File: src/rtl/scratch_mem_sequencer.sv
// Command sequencer for a small byte-wide scratch memory: clear, burst write,
// burst read and looping playback, with ready/valid data streams in and out.
module scratch_mem_sequencer #(
    parameter int DEPTH = 10,
    parameter int AW    = 4,
    parameter int DW    = 8
) (
    input  logic          clk,
    input  logic          rst_n,
    input  logic          cmd_valid,
    output logic          cmd_ready,
    input  logic [1:0]    cmd_op,
    input  logic [AW-1:0] cmd_base,
    input  logic [AW-1:0] cmd_len,
    input  logic [DW-1:0] wr_data,
    input  logic          wr_valid,
    output logic          wr_ready,
    output logic [DW-1:0] rd_data,
    output logic          rd_valid,
    input  logic          rd_ready,
    input  logic          stop,
    output logic          busy,
    output logic          done,
    output logic          err
);
    typedef enum logic [2:0] {S_IDLE, S_CLEAR, S_WRITE, S_READ, S_LOOP, S_DONE} state_t;

    localparam logic [1:0]    OP_CLEAR = 2'b00;
    localparam logic [1:0]    OP_WRITE = 2'b01;
    localparam logic [1:0]    OP_READ  = 2'b10;
    localparam logic [AW-1:0] DEPTH_W  = AW'(DEPTH);
    localparam logic [AW-1:0] LAST_W   = AW'(DEPTH - 1);
    localparam logic [AW-1:0] ONE_W    = AW'(1);

    logic [DW-1:0] mem [DEPTH];

    state_t        state_reg, state_next;
    logic [AW-1:0] addr_reg, addr_next;
    logic [AW-1:0] count_reg, count_next;
    logic [AW-1:0] base_reg, base_next;
    logic [AW-1:0] len_reg, len_next;
    logic [DW-1:0] rd_data_reg;
    logic          rd_valid_reg, rd_valid_next;
    logic          err_reg, err_next;
    logic          mem_we, mem_re;
    logic [DW-1:0] mem_wdata;
    logic [AW-1:0] mem_raddr;
    logic [AW-1:0] len_eff;
    logic          cmd_illegal;

    // Address arithmetic wraps at DEPTH, not at the power of two.
    function automatic logic [AW-1:0] wrap_inc(input logic [AW-1:0] a);
        return (a == LAST_W) ? '0 : a + ONE_W;
    endfunction

    assign len_eff     = (cmd_len == '0) ? DEPTH_W : cmd_len;
    assign cmd_illegal = (cmd_base >= DEPTH_W) || (cmd_len > DEPTH_W);

    always_comb begin
        state_next    = state_reg;
        addr_next     = addr_reg;
        count_next    = count_reg;
        base_next     = base_reg;
        len_next      = len_reg;
        rd_valid_next = rd_valid_reg;
        err_next      = err_reg;
        mem_we        = 1'b0;
        mem_wdata     = '0;
        mem_re        = 1'b0;
        mem_raddr     = addr_reg;
        case (state_reg)
            S_IDLE: begin
                if (cmd_valid) begin
                    if (cmd_illegal) begin
                        err_next = 1'b1;
                    end else begin
                        base_next  = cmd_base;
                        len_next   = len_eff;
                        addr_next  = cmd_base;
                        count_next = len_eff;
                        case (cmd_op)
                            OP_CLEAR: begin
                                state_next = S_CLEAR;
                                addr_next  = '0;
                                count_next = DEPTH_W;
                                err_next   = 1'b0;
                            end
                            OP_WRITE: state_next = S_WRITE;
                            OP_READ:  state_next = S_READ;
                            default:  state_next = S_LOOP;
                        endcase
                    end
                end
            end
            S_CLEAR: begin
                mem_we     = 1'b1;
                addr_next  = wrap_inc(addr_reg);
                count_next = count_reg - ONE_W;
                if (count_reg == ONE_W) state_next = S_DONE;
            end
            S_WRITE: begin
                if (wr_valid) begin
                    mem_we     = 1'b1;
                    mem_wdata  = wr_data;
                    addr_next  = wrap_inc(addr_reg);
                    count_next = count_reg - ONE_W;
                    if (count_reg == ONE_W) state_next = S_DONE;
                end
            end
            S_READ, S_LOOP: begin
                // rd_valid low here only on the first cycle: prime the output register.
                if (!rd_valid_reg) begin
                    mem_re        = 1'b1;
                    rd_valid_next = 1'b1;
                    addr_next     = wrap_inc(addr_reg);
                end else if (rd_ready) begin
                    if (state_reg == S_LOOP && stop) begin
                        rd_valid_next = 1'b0;
                        state_next    = S_DONE;
                    end else if (count_reg > ONE_W) begin
                        mem_re     = 1'b1;
                        addr_next  = wrap_inc(addr_reg);
                        count_next = count_reg - ONE_W;
                    end else if (state_reg == S_LOOP) begin
                        mem_re     = 1'b1;
                        mem_raddr  = base_reg;
                        addr_next  = wrap_inc(base_reg);
                        count_next = len_reg;
                    end else begin
                        rd_valid_next = 1'b0;
                        state_next    = S_DONE;
                    end
                end
            end
            S_DONE:  state_next = S_IDLE;
            default: state_next = S_IDLE;
        endcase
    end

    always_ff @(posedge clk) begin
        if (!rst_n) begin
            state_reg    <= S_IDLE;
            addr_reg     <= '0;
            count_reg    <= '0;
            base_reg     <= '0;
            len_reg      <= '0;
            rd_data_reg  <= '0;
            rd_valid_reg <= 1'b0;
            err_reg      <= 1'b0;
        end else begin
            state_reg    <= state_next;
            addr_reg     <= addr_next;
            count_reg    <= count_next;
            base_reg     <= base_next;
            len_reg      <= len_next;
            rd_valid_reg <= rd_valid_next;
            err_reg      <= err_next;
            if (mem_re) rd_data_reg <= mem[mem_raddr];
        end
    end

    // Storage is not reset; a write coinciding with reset is dropped with the command.
    always_ff @(posedge clk) begin
        if (mem_we && rst_n) mem[addr_reg] <= mem_wdata;
    end

    assign cmd_ready = (state_reg == S_IDLE);
    assign wr_ready  = (state_reg == S_WRITE);
    assign busy      = (state_reg != S_IDLE);
    assign done      = (state_reg == S_DONE);
    assign err       = err_reg;
    assign rd_data   = rd_data_reg;
    assign rd_valid  = rd_valid_reg;
endmodule
File: config.mk
export PLATFORM = sky130hd
export DESIGN_NAME = scratch_mem_sequencer
export DESIGN_NICKNAME = d
export VERILOG_FILES = /design/src/rtl/scratch_mem_sequencer.sv
export SDC_FILE = /design/constraint.sdc
export NUM_CORES = 1
export LEC_CHECK = 0
export ABC_AREA = 1
export BUFFER_PORTS_ARGS = -buffer_cell sky130_fd_sc_hd__buf_2
export CAP_MARGIN = 20
export CORE_ASPECT_RATIO = 0.6
export CORE_MARGIN = 2
export CORE_UTILIZATION = 45
export CTS_CLUSTER_SIZE = 8
export DETAILED_ROUTE_END_ITERATION = 10
export PLACE_DENSITY = 0.7
export RECOVER_POWER = 100
export SYNTH_ARGS = -nofsm -noshare
export SYNTH_HDL_FRONTEND = slang
export SYNTH_SLANG_ARGS = --single-unit
File: constraint.sdc
create_clock -name clk -period 2.6 [get_ports clk]
set_input_delay 0.26 -clock clk [delete_from_list [all_inputs] [get_ports clk]]
set_output_delay 0.26 -clock clk [all_outputs]
set_load 0.02 [all_outputs]
==> flow_summary.ini <==
[outcome]
status = finished clean

[global_route]
grt_overflow = 0
grtUsageTotal = 0.239
grt_max_degree = 25
antenna_found_initial = 0
grt_pass1_vias = 4200
grt_pass1_wl_mm = 23.4

[detailed_routing]
vias_per_cell = 5.53
drc_errors = 0
ant_nets = 0
drt-initial-drc-count = 614
drt_pre_antenna_iters = 7
num_vias = 4632
wl_per_cell_um = 18.0
drt_wl_total_mm = 15.1

[yosys]
synth-seq-cells = 109
avgSynthCellArea_um2 = 9.00
synth-simple-area-share = 0.237
synthAdderAreaFrac = 0.0159
async_reset_ff_frac = 0
yosysSeqAreaShare = 0.543
synth_nets = 641
synth_area_mm2 = 0.00549
muxShareOfSynthArea = 0
synth_top_family_by_area = simple AND/OR/NAND/NOR gates
ys_top_cells_by_area = edfxtp_1 (44%), dfxtp_1 (11%), nand3_1 (9.7%)
ys.warnings.count = 0
yosys.area.top_type = edfxtp_1
synth_compound_area_frac = 0.103
ys_dominant_reg_cell = edfxtp_1
syn_inst = 610
synth_top_area_frac = 0.437
synth_xor_xnor_area_share = 0.00319
yosys.cell_types.count = 39
synth_edf_count = 80

[setup_path]
cp-start-kind = register
ff2ff_setup_slack_ns = 0.25
crit_arrival_ns = 2.35
critical_path_class = register to register
r2r_cells = 8
worstPathRequired_ns = 2.60
cp.buffers_inverters = 3
cp_slowest_stage_delay_ns = 0.41
cp_num_cells = 8
critical-path-top-delay-family = simple AND/OR/NAND/NOR gates
worstPathCellList = inv_1, nand3_1, inv_1, nand2_1, a21oi_1, nand3_1, nor2_1, clkbuf_1
r2r_start = state_reg[2]
cpMaxStageDelayCell = clkbuf_1
end_kind = register
reg2reg_to = mem[2][2]
path_max_fanout = 8

[cts]
path_clk_slew_ns = 0.07
cts_max_level = 3
root_buffer = clkbuf_16
post_cts_buffers = 0
cts_tree = done
cts_resized = 0
numCtsBuffers = 9
clockBufferDepth = 2
hold_buffers = 0
clock_latency_ns = 0.35
clock-sinks = 109

[pwr]
vdd.ir_drop.worst_mv = 0.396
p_comb_frac = 0.389
seqPwrFrac = 0.388
pwr-share-clk = 0.223
swShare = 0.413
p_sw_mw = 2.38
power_leakage_nw = 2.65
power_density_mw_per_mm2 = 940
power.internal_mw = 3.38

[sta]
setup_tns_ns = 0
finalHoldViolations = 0
max_clock_freq_mhz = 425
clock_skew_ns = 0.0106
slew_headroom = 0.535
rsz0062_at_grt = no
fin_hold_ws_ns = 0.179
fin_crit_ns = 2.35
slew_violations = 0
setup_violations = 0
fin_crit_sh = 0.904
tightestPinTransition_ns = 0.698

[worst_hold_path]
min_to = base_reg[3]
holdCritPathClass = primary input to register
min_path_cells = 3
min_from = cmd_base[3]

[finish]
stdcell_area_mm2 = 0.00612
utilization = 0.511
layout-drive-gt1-share = 0.0982
layout-area-overhead-vs-synth_pct = 11.5
nets = 698
n_antenna_cell = 0
largest_register_ffs = 80

[die]
die-area_mm2 = 0.0131
core_area_mm2 = 0.0120
num_io_pins = 38
dieHeight_um = 89.6
std_cell_rows = 31
die_x_um = 147
initial_core_util = 0.458

[job]
maxCapViolCount = 0

[placed_design]
io_buffers = 37
gp_congestion = 0.982
place_hpwl_mm = 11.3
dpl-instance-area_mm2 = 0.00596
==> final cells by class <==
| cell class | instances | area, um2 |
|---|---|---|
| clock inverter | 4 | 25.0 |
| inverter | 116 | 435 |
| sequential | 109 | 2980 |
| multi-input combinational | 370 | 1950 |
| tap | 165 | 206 |
| timing repair buffer | 61 | 277 |
| clock buffer | 12 | 246 |
| fill | 1120 | 5860 |
==> logic make-up after synthesis <==
group	Yosys count
compound gates	98
simple gates	263
fa+ha+maj	7
xor+xnor	2
buf+inv	131
flops	109
==> worst max path at each step <==
stage            startpoint           end  slack [ns]
4_1_cts        count_reg[0]    rd_data[2]        0.32
6_report       state_reg[2]     mem[2][2]        0.25
5_1_grt        count_reg[0]  count_reg[3]        0.09
2_1_floorplan  state_reg[2]     mem[8][0]        0.14
3_5_place_dp   count_reg[0]    rd_data[2]        0.38
3_3_place_gp   state_reg[2]     mem[7][5]        0.38
==> layer usage <==
layer	GRT usage	share of wire	vias to the layer above
met1	0.380	0.49	2160
met3	0.0601	0.12	21
met5	0	0	-
met4	0.0635	0.016	0
met2	0.318	0.37	308
li1	-	-	2143
==> placed cells by master, fill, tap and decap left out, types with 2 or more instances in the layout <==
cell type   Yosys  routed
a221oi_1        2       2
buf_2           4      23
nand2_4         5       5
nand2_1        84      84
nor3_1          6       6
inv_1         115     115
nand3_4         2       2
a31oi_1         2       2
nor4_1          2       2
clkinvlp_4      0       2
clkbuf_1        5      35
o22ai_1         2       2
buf_4           0       5
o31ai_1         2       2
dfxtp_1        29      29
ha_1            7       7
nor2_1         44      46
edfxtp_1       80      80
nand3_1       106     106
a21oi_1        30      30
clkbuf_16       0       9
o21ai_1         6       6
nor2_8          2       2
o21ai_0        44      45
o21ai_4         3       3
nand2_2         3       3
clkinv_2        0       2
nor2_2          3       3
==> power by group through the flow <==
stage,sequential [mW],clock (mW),combinational [mW]
after floorplan,2.30,0,1.53
after global placement,2.25,0,2.18
after detailed placement,2.26,0,2.22
after CTS,2.22,1.30,2.24
after global routing,2.25,1.38,2.44
final,2.23,1.28,2.24
==> worst register-to-register path: cells and delay by family (launching register included) <==
kind	cells	cell delay, ns
AO/OA/AOI/OAI	1	0.27
buffers and inverters	3	0.69
flip-flops	1	0.34
AND/OR/NAND/NOR	4	0.70
==> cells in the mapped netlist, types with 2 or more instances <==
library cell  number
inv_1            115
nand3_1          106
nand2_1           84
edfxtp_1          80
nor2_1            44
o21ai_0           44
a21oi_1           30
dfxtp_1           29
ha_1               7
buf_6              6
nor3_1             6
o21ai_1            6
clkbuf_1           5
nand2_4            5
buf_2              4
nand2_2            3
nor2_2             3
o21ai_4            3
a221oi_1           2
a31oi_1            2
nand3_4            2
nor2_4             2
nor2_8             2
nor4_1             2
o21ai_2            2
o22ai_1            2
o31ai_1            2
==> metrics by stage <==
stage	std cells	worst slack, ns	total power [mW]
global route	837	0.0936	6.07
detailed placement	821	0.376	4.49
global placement	821	0.377	4.44
CTS	837	0.319	5.77
finish	837	0.250	5.75
floorplan	610	0.141	3.83
Note: power is estimated with default switching activity, not from simulation.
